## config.mk

```make
export PLATFORM = sky130hd
export DESIGN_NAME = isp_frame_src_flat
export DESIGN_NICKNAME = d
export VERILOG_FILES = /design/src/rtl/isp_src_pkg.sv /design/src/rtl/isp_frame_src_if.sv /design/src/rtl/isp_src_vld_pipe.sv /design/src/rtl/isp_frame_src.sv /design/src/flat_wrapper.sv
export SDC_FILE = /design/constraint.sdc
export NUM_CORES = 1
export LEC_CHECK = 0
export BUFFER_PORTS_ARGS = -buffer_cell sky130_fd_sc_hd__buf_2
export CAP_MARGIN = 20
export CORE_ASPECT_RATIO = 2
export CORE_UTILIZATION = 35
export CTS_CLUSTER_SIZE = 8
export DETAILED_ROUTE_END_ITERATION = 8
export HOLD_SLACK_MARGIN = 0.15
export SYNTH_ARGS = -nofsm -noshare
export SYNTH_HDL_FRONTEND = slang
export SYNTH_SLANG_ARGS = --single-unit
```

## constraint.sdc

```tcl
create_clock -name clk -period 2.8 [get_ports clk]
set_clock_uncertainty 0.05 [all_clocks]
set_input_delay 0.56 -clock clk [delete_from_list [all_inputs] [get_ports clk]]
set_output_delay 0.56 -clock clk [all_outputs]
set_load 0.02 [all_outputs]
```

## src/rtl/isp_src_pkg.sv

```systemverilog
// Shared types for the ISP raster source: FSM state encoding and the
// read-to-beat latency of the frame-buffer path.
package isp_src_pkg;

    typedef enum logic [1:0] {
        IDLE   = 2'd0,
        ACTIVE = 2'd1,
        HBLANK = 2'd2,
        DRAIN  = 2'd3
    } src_state_e;

    // One cycle in the memory plus one in the output register.
    localparam int RD_LAT = 2;

endpackage

```

## src/rtl/isp_frame_src_if.sv

```systemverilog
// Frame-buffer read port plus outgoing pixel stream of the raster source.
// Handshake: no backpressure; a read issues whenever mem_rd_en is high, and
// every pixel_data_out_vld beat is taken by the consumer unconditionally.
interface isp_frame_src_if #(
    parameter int DW = 16,
    parameter int AW = 20
);
    logic          mem_rd_en;
    logic [AW-1:0] mem_rd_addr;
    logic [DW-1:0] mem_rd_data;
    logic [DW-1:0] pixel_data_out;
    logic          pixel_data_out_vld;
    logic          line_end;

    modport src (
        output mem_rd_en, mem_rd_addr, pixel_data_out, pixel_data_out_vld, line_end,
        input  mem_rd_data
    );

    modport sink (
        input  mem_rd_en, mem_rd_addr, pixel_data_out, pixel_data_out_vld, line_end,
        output mem_rd_data
    );
endinterface

```

## src/rtl/isp_src_vld_pipe.sv

```systemverilog
// Two-stage delay of the read tag {last, line_end, vld}; bit 0 is the valid.
// A synchronous flush empties both stages so an aborted frame emits nothing more.
module isp_src_vld_pipe #(
    parameter int W = 3
) (
    input  logic         clk,
    input  logic         rstn,
    input  logic         flush,
    input  logic [W-1:0] din,
    output logic         d1_vld,
    output logic [W-1:0] dout
);
    logic [W-1:0] stg1;
    logic [W-1:0] stg2;

    always_ff @(posedge clk or negedge rstn) begin
        if (!rstn) begin
            stg1 <= '0;
            stg2 <= '0;
        end else if (flush) begin
            stg1 <= '0;
            stg2 <= '0;
        end else begin
            stg1 <= din;
            stg2 <= stg1;
        end
    end

    assign d1_vld = stg1[0];
    assign dout   = stg2;
endmodule

```

## src/rtl/isp_frame_src.sv

```systemverilog
// Raster pixel source: reads an H x V frame from a synchronous frame buffer in
// raster order and streams it out with HB idle cycles between lines.
module isp_frame_src
    import isp_src_pkg::*;
#(
    parameter int DW = 16,
    parameter int H  = 1280,
    parameter int V  = 720,
    parameter int HW = 11,
    parameter int VW = 10,
    parameter int AW = 20,
    parameter int HB = 16,
    parameter int BW = 8
) (
    input  logic              clk,
    input  logic              rstn,
    input  logic              src_en,
    input  logic              frame_start,
    isp_frame_src_if.src      px,
    output logic              frame_done,
    output logic              busy,
    output src_state_e        fsm_state
);
    localparam logic [HW-1:0] H_LAST  = HW'(H - 1);
    localparam logic [VW-1:0] V_LAST  = VW'(V - 1);
    localparam logic [BW-1:0] HB_LAST = BW'((HB > 0) ? HB - 1 : 0);

    src_state_e    state;
    src_state_e    state_nxt;
    logic [HW-1:0] h_cnt;
    logic [VW-1:0] v_cnt;
    logic [BW-1:0] blank_cnt;
    logic [AW-1:0] addr;
    logic          rd_en_q;
    logic          done_q;
    logic [DW-1:0] data_q;
    logic          abort;
    logic          line_last;
    logic          frame_last;
    logic          d1_vld;
    logic [2:0]    pipe_in;
    logic [2:0]    pipe_out;

    assign abort      = (state != IDLE) && !src_en;
    assign line_last  = (h_cnt == H_LAST);
    assign frame_last = line_last && (v_cnt == V_LAST);

    always_ff @(posedge clk or negedge rstn) begin
        if (!rstn) state <= IDLE;
        else       state <= state_nxt;
    end

    always_comb begin
        state_nxt = state;
        case (state)
            IDLE:   if (src_en && frame_start) state_nxt = ACTIVE;
            ACTIVE: begin
                if (frame_last)              state_nxt = DRAIN;
                else if (line_last && HB != 0) state_nxt = HBLANK;
            end
            HBLANK: if (blank_cnt == HB_LAST) state_nxt = ACTIVE;
            DRAIN:  if (done_q) state_nxt = IDLE;
            default: state_nxt = IDLE;
        endcase
        if (abort) state_nxt = IDLE;
    end

    // Counters describe the read issued in the current ACTIVE cycle; they sit
    // at zero outside a frame so a new frame always starts from address 0.
    always_ff @(posedge clk or negedge rstn) begin
        if (!rstn) begin
            h_cnt     <= '0;
            v_cnt     <= '0;
            blank_cnt <= '0;
            addr      <= '0;
        end else if (abort || state == IDLE) begin
            h_cnt     <= '0;
            v_cnt     <= '0;
            blank_cnt <= '0;
            addr      <= '0;
        end else if (state == ACTIVE) begin
            blank_cnt <= '0;
            addr      <= frame_last ? '0 : addr + AW'(1);
            if (line_last) begin
                h_cnt <= '0;
                v_cnt <= frame_last ? '0 : v_cnt + VW'(1);
            end else begin
                h_cnt <= h_cnt + HW'(1);
            end
        end else if (state == HBLANK) begin
            blank_cnt <= blank_cnt + BW'(1);
        end
    end

    assign pipe_in = {rd_en_q && frame_last, rd_en_q && line_last, rd_en_q};

    isp_src_vld_pipe #(.W(3)) u_vld_pipe (
        .clk    (clk),
        .rstn   (rstn),
        .flush  (abort),
        .din    (pipe_in),
        .d1_vld (d1_vld),
        .dout   (pipe_out)
    );

    // done_q rises the cycle after the frame's last beat leaves the pipe.
    always_ff @(posedge clk or negedge rstn) begin
        if (!rstn) begin
            rd_en_q <= 1'b0;
            done_q  <= 1'b0;
            data_q  <= '0;
        end else begin
            rd_en_q <= (state_nxt == ACTIVE);
            done_q  <= !abort && pipe_out[2];
            if (d1_vld && !abort) data_q <= px.mem_rd_data;
        end
    end

    assign px.mem_rd_en          = rd_en_q;
    assign px.mem_rd_addr        = addr;
    assign px.pixel_data_out     = data_q;
    assign px.pixel_data_out_vld = pipe_out[0];
    assign px.line_end           = pipe_out[1];
    assign frame_done            = done_q;
    assign busy                  = (state != IDLE);
    assign fsm_state             = state;
endmodule

```

## src/flat_wrapper.sv

```systemverilog
// flat-port wrapper written by rule: the top's interface ports become plain ports
module isp_frame_src_flat import isp_src_pkg::*;
#(
    parameter int DW = 16,
    parameter int H  = 1280,
    parameter int V  = 720,
    parameter int HW = 11,
    parameter int VW = 10,
    parameter int AW = 20,
    parameter int HB = 16,
    parameter int BW = 8
)
  (clk, rstn, src_en, frame_start, frame_done, busy, fsm_state, px_mem_rd_en, px_mem_rd_addr, px_pixel_data_out, px_pixel_data_out_vld, px_line_end, px_mem_rd_data);
  isp_frame_src_if #(.DW(DW), .AW(AW)) px_i ();
  input  logic clk;
  input  logic rstn;
  input  logic src_en;
  input  logic frame_start;
  output logic frame_done;
  output logic busy;
  output src_state_e fsm_state;
  output wire logic [$bits(px_i.mem_rd_en)-1:0] px_mem_rd_en;
  output wire logic [$bits(px_i.mem_rd_addr)-1:0] px_mem_rd_addr;
  output wire logic [$bits(px_i.pixel_data_out)-1:0] px_pixel_data_out;
  output wire logic [$bits(px_i.pixel_data_out_vld)-1:0] px_pixel_data_out_vld;
  output wire logic [$bits(px_i.line_end)-1:0] px_line_end;
  input wire logic [$bits(px_i.mem_rd_data)-1:0] px_mem_rd_data;
  assign px_mem_rd_en = px_i.mem_rd_en;
  assign px_mem_rd_addr = px_i.mem_rd_addr;
  assign px_pixel_data_out = px_i.pixel_data_out;
  assign px_pixel_data_out_vld = px_i.pixel_data_out_vld;
  assign px_line_end = px_i.line_end;
  assign px_i.mem_rd_data = px_mem_rd_data;
  isp_frame_src #(.DW(DW), .H(H), .V(V), .HW(HW), .VW(VW), .AW(AW), .HB(HB), .BW(BW)) u_core (.clk(clk), .rstn(rstn), .src_en(src_en), .frame_start(frame_start), .px(px_i), .frame_done(frame_done), .busy(busy), .fsm_state(fsm_state));
endmodule
```

==> impl_results.md <==
- Outcome: finished, final reports clean
- Transition at the pin with the smallest max-transition slack: 0.5139 ns
- Proportion of layout cells with a drive suffix above 1: 0.2623
- Placeable core area: 10610 µm²
- Min-Delay Path Class: in -> reg
- Met3 Track Usage GR: 0.02727
- Dominant synthesized flop cell: sky130_fd_sc_hd__dfrtp_1
- Detailed placement HPWL: 6.872 mm
- Reported max-cap violation count: 0
- Tcrit/Tclk final: 0.7970
- Pwr per Cell Area: 755.7 nW/µm²
- Most repeated cell in the gate-level netlist after synthesis: sky130_fd_sc_hd__dfrtp_1
- # H-tree levels: 3
- Startpoint kind of the worst setup timing path: register
- CTS tree: yes
- Clock Power Share: 0.325
- Largest incremental delay on the critical path: 0.45 ns
- Global routing usage on met2: 0.3241
- Clock-pin slew of the registers on the worst-case setup and hold paths: 0.07 ns
- Slew Limit Headroom: 0.6554
- Wire length of the first global-routing pass: 15.25 mm
- Critical-path maximum fanout: 11
- Net switching power of the design: 0.001221 W
- Filler cell count: 1011
- Count of routing violations after the opening detailed-route iteration: 162
- Final setup violating endpoints: 0
- Sw Share: 0.3499
- Number of distinct library cells after synthesis: 60
- Required time of the critical path: 2.95 ns
- Max Slew Vio Count: 0
- Remaining Overflow, GRT: 0
- Final non-filler cell total: 583
- Worst vdd rail ir drop: 0.3551 mV
- Mean instance size in the synthesized netlist: 10.28 µm²
- Cells taking the most area after synthesis: sky130_fd_sc_hd__dfrtp_1 49%, sky130_fd_sc_hd__mux2_2 4.7%, sky130_fd_sc_hd__nor2_1 3.7%, sky130_fd_sc_hd__nand3_1 3.4%, sky130_fd_sc_hd__ha_1 2.6%
- Drt first pass iters: 4
- Most numerous cell on the critical path: sky130_fd_sc_hd__nor2_1
- Post-DRT Antenna Nets: 0
- Total detailed-routing wirelength: 9.269 mm
- Syn_nets: 402
- Cell count after placement: 566
- DIE AREA: 11430 µm²
- Cts bufs inserted: 9
- Insertion delay of the later-clocked pin in the worst-skew pair: 0.34 ns
- Routed len/inst: 15.90 µm
- Effective utilization at floorplan: 0.3624
- Cell area after synthesis: 3845 µm²
- Number of global-route vias before repair: 3111
- Synth cell count leaders: 75 x sky130_fd_sc_hd__dfrtp_1, 38 x sky130_fd_sc_hd__nor2_1, 26 x sky130_fd_sc_hd__nand2_1, 26 x sky130_fd_sc_hd__nand3_1, 19 x sky130_fd_sc_hd__o21ai_0
- Smallest setup slack after layout: 0.5685 ns
- Total via count after detailed routing: 3107
- Horizontal extent of the die: 76.12 µm
- Chip Height: 150.2 µm
- Placement row count: 53
- Worst Setup Path Type: reg -> reg
- Warning count from the yosys run: 0
- Net count of the finished layout: 469
- Synth Instances: 374
- Tmin final: 2.232 ns
- Clock sink count: 75
- Top-level port count: 63
- Achievable clock frequency: 448.1 MHz
- Cells along the critical path: inv_1 > ha_1 > nand2b_1 > buf_4 > nor2_1 > nor2_1 > nand2_1 > o21ai_0
- Clock tree root buffer cell: sky130_fd_sc_hd__clkbuf_16
- Kind of capture point of the worst setup path: register
- Post-synth top area cell: sky130_fd_sc_hd__dfrtp_1
- Detailed-route DRC error count: 0
- Setup TNS Final: 0 ns
- Area Growth Syn to Fin: 20.11%
- Placed inst area: 4319 µm²
- Number of buffers on the longest clock path: 2
- Share of synthesized area occupied by flip-flops and latches: 0.4881
- Combinational cell fraction of total power: 0.295
- WP data arrival: 2.38 ns
- Antenna violations before repair: 0
- Most Used Layer, Global Route: met2
- N_diodes: 0
- Met1 demand-to-capacity share in global routing: 0.1809
- Number of buffers inserted by port buffering: 62
- RSZ-0062 raised after global routing: false
- Share of Yosys cell area claimed by the top area cell type: 0.4881
- Internal Pwr Total: 0.002269 W
- Number of synthesized flops with an enable pin: 0
- Pin count of the biggest net entering global routing: 39
- Library cell contributing the largest single delay on the critical path: sky130_fd_sc_hd__dfrtp_1
- Final weighted congestion of routability-driven global placement: 0.8396
- Gr usage total: 0.1725
- Static leakage: 2.028 nW
- Post-CTS setup buffer count: 0
- Final Cell Area: 4618 µm²
- Pre-CTS worst setup slack: 0.6093 ns
- Final-report hold violation count: 0
- FFs w/ async S/R, synth: 1.000
- Post-synthesis sequential element count: 75
- Sequential Power Share: 0.381
- Detail-routed via count per cell: 5.329
==> layout make-up <==
type	instances	area (µm²)	share of cell area
flip-flops and latches	75	1877	0.4064
multi-input cells	278	1863	0.4034
repair buffers	71	395.4	0.08561
clock buffers	9	225.2	0.04877
well taps	137	171.4	0.03712
clock inverters	7	63.81	0.01382
inverters	6	22.52	0.004877
==> state kept, by name (all words and copies together), names as in the netlist <==
name	count
u_core.blank_cnt	8
u_core.frame_done	1
u_core.fsm_state	2
u_core.h_cnt	11
u_core.px.mem_rd_addr	20
u_core.px.mem_rd_en	1
u_core.px.pixel_data_out	16
u_core.u_vld_pipe.dout	3
u_core.u_vld_pipe.stg1	3
u_core.v_cnt	10
==> layer usage <==
metal	vias up	wire length [µm]
met3	16	312
met1	1525	3570
met5	-	0
li1	1486	-
met4	0	265
met2	80	5121
==> timing repair <==
| action | CTS | global route |
|---|---|---|
| hold endpoints to repair | 7 | 0 |
| gates resized for setup | 0 | 0 |
| hold buffers | 1 | 0 |
==> kinds of logic after synthesis <==
logic type      synth area share
simple gates              0.2457
flops                     0.4881
compound gates            0.1146
buf+inv                  0.02733
mux                      0.05727
xor+xnor                 0.04100
fa+ha+maj                0.02603
==> power by group through the flow <==
stage	clock (W)	combinational (W)	sequential, W
floorplan	0	0.000512	0.00153
global placement	0	0.00102	0.00134
detailed placement	0	0.00103	0.00135
CTS	0.00116	0.00104	0.00133
global route	0.00121	0.00111	0.00135
finish	0.00113	0.00103	0.00133
==> worst paths after layout <==
path / cells after the start / from / endpoint / slack (ns)
worst min register to register: 1 / u_core.u_vld_pipe.stg1[1] / u_core.u_vld_pipe.dout[1] / 0.42
min in group asynchronous: 2 / rstn / u_core.px.mem_rd_addr[8] / 0.68
max in group asynchronous: 3 / rstn / u_core.h_cnt[8] / 1.44
worst max-delay path: 8 / u_core.fsm_state[0] / u_core.blank_cnt[2] / 0.57
worst max register to register: 8 / u_core.fsm_state[0] / u_core.blank_cnt[2] / 0.57
worst min-delay path: 2 / px_mem_rd_data[14] / u_core.px.pixel_data_out[14] / 0.40
==> metrics by stage <==
stage          hold WS [ns]  power, W  utilization
2_1_floorplan        0.2144  0.002039            -
3_3_place_gp         0.3956  0.002357       0.4071
3_5_place_dp         0.4085  0.002384       0.4071
4_1_cts              0.3899  0.003526       0.4353
5_1_grt              0.3955  0.003665       0.4353
6_report             0.4027  0.003490       0.4353
==> worst max-delay path: cells and delay by family (launching register included) <==
family | cells | cell delay, ns
AO/OA/AOI/OAI | 1 | 0.09
adder cells (fa/ha/maj) | 1 | 0.35
buffers and inverters | 2 | 0.28
flip-flops | 1 | 0.45
AND/OR/NAND/NOR | 4 | 0.85
==> placed cells by master (no fill, tap or decap), types with 8 or more instances in the layout <==
cell and instances:
sky130_fd_sc_hd__o21ai_0 19, sky130_fd_sc_hd__dfrtp_1 75, sky130_fd_sc_hd__buf_4 8, sky130_fd_sc_hd__xor2_1 9, sky130_fd_sc_hd__nor2_1 38, sky130_fd_sc_hd__and3_1 9, sky130_fd_sc_hd__nor2b_1 8, sky130_fd_sc_hd__xnor2_1 9
sky130_fd_sc_hd__ha_1 8, sky130_fd_sc_hd__clkbuf_16 9, sky130_fd_sc_hd__mux2_2 16, sky130_fd_sc_hd__buf_2 61, sky130_fd_sc_hd__a21oi_1 14, sky130_fd_sc_hd__nand4_1 9, sky130_fd_sc_hd__nand2_1 26, sky130_fd_sc_hd__nand3_1 26
No activity file was read; power rests on OpenSTA's default activity.
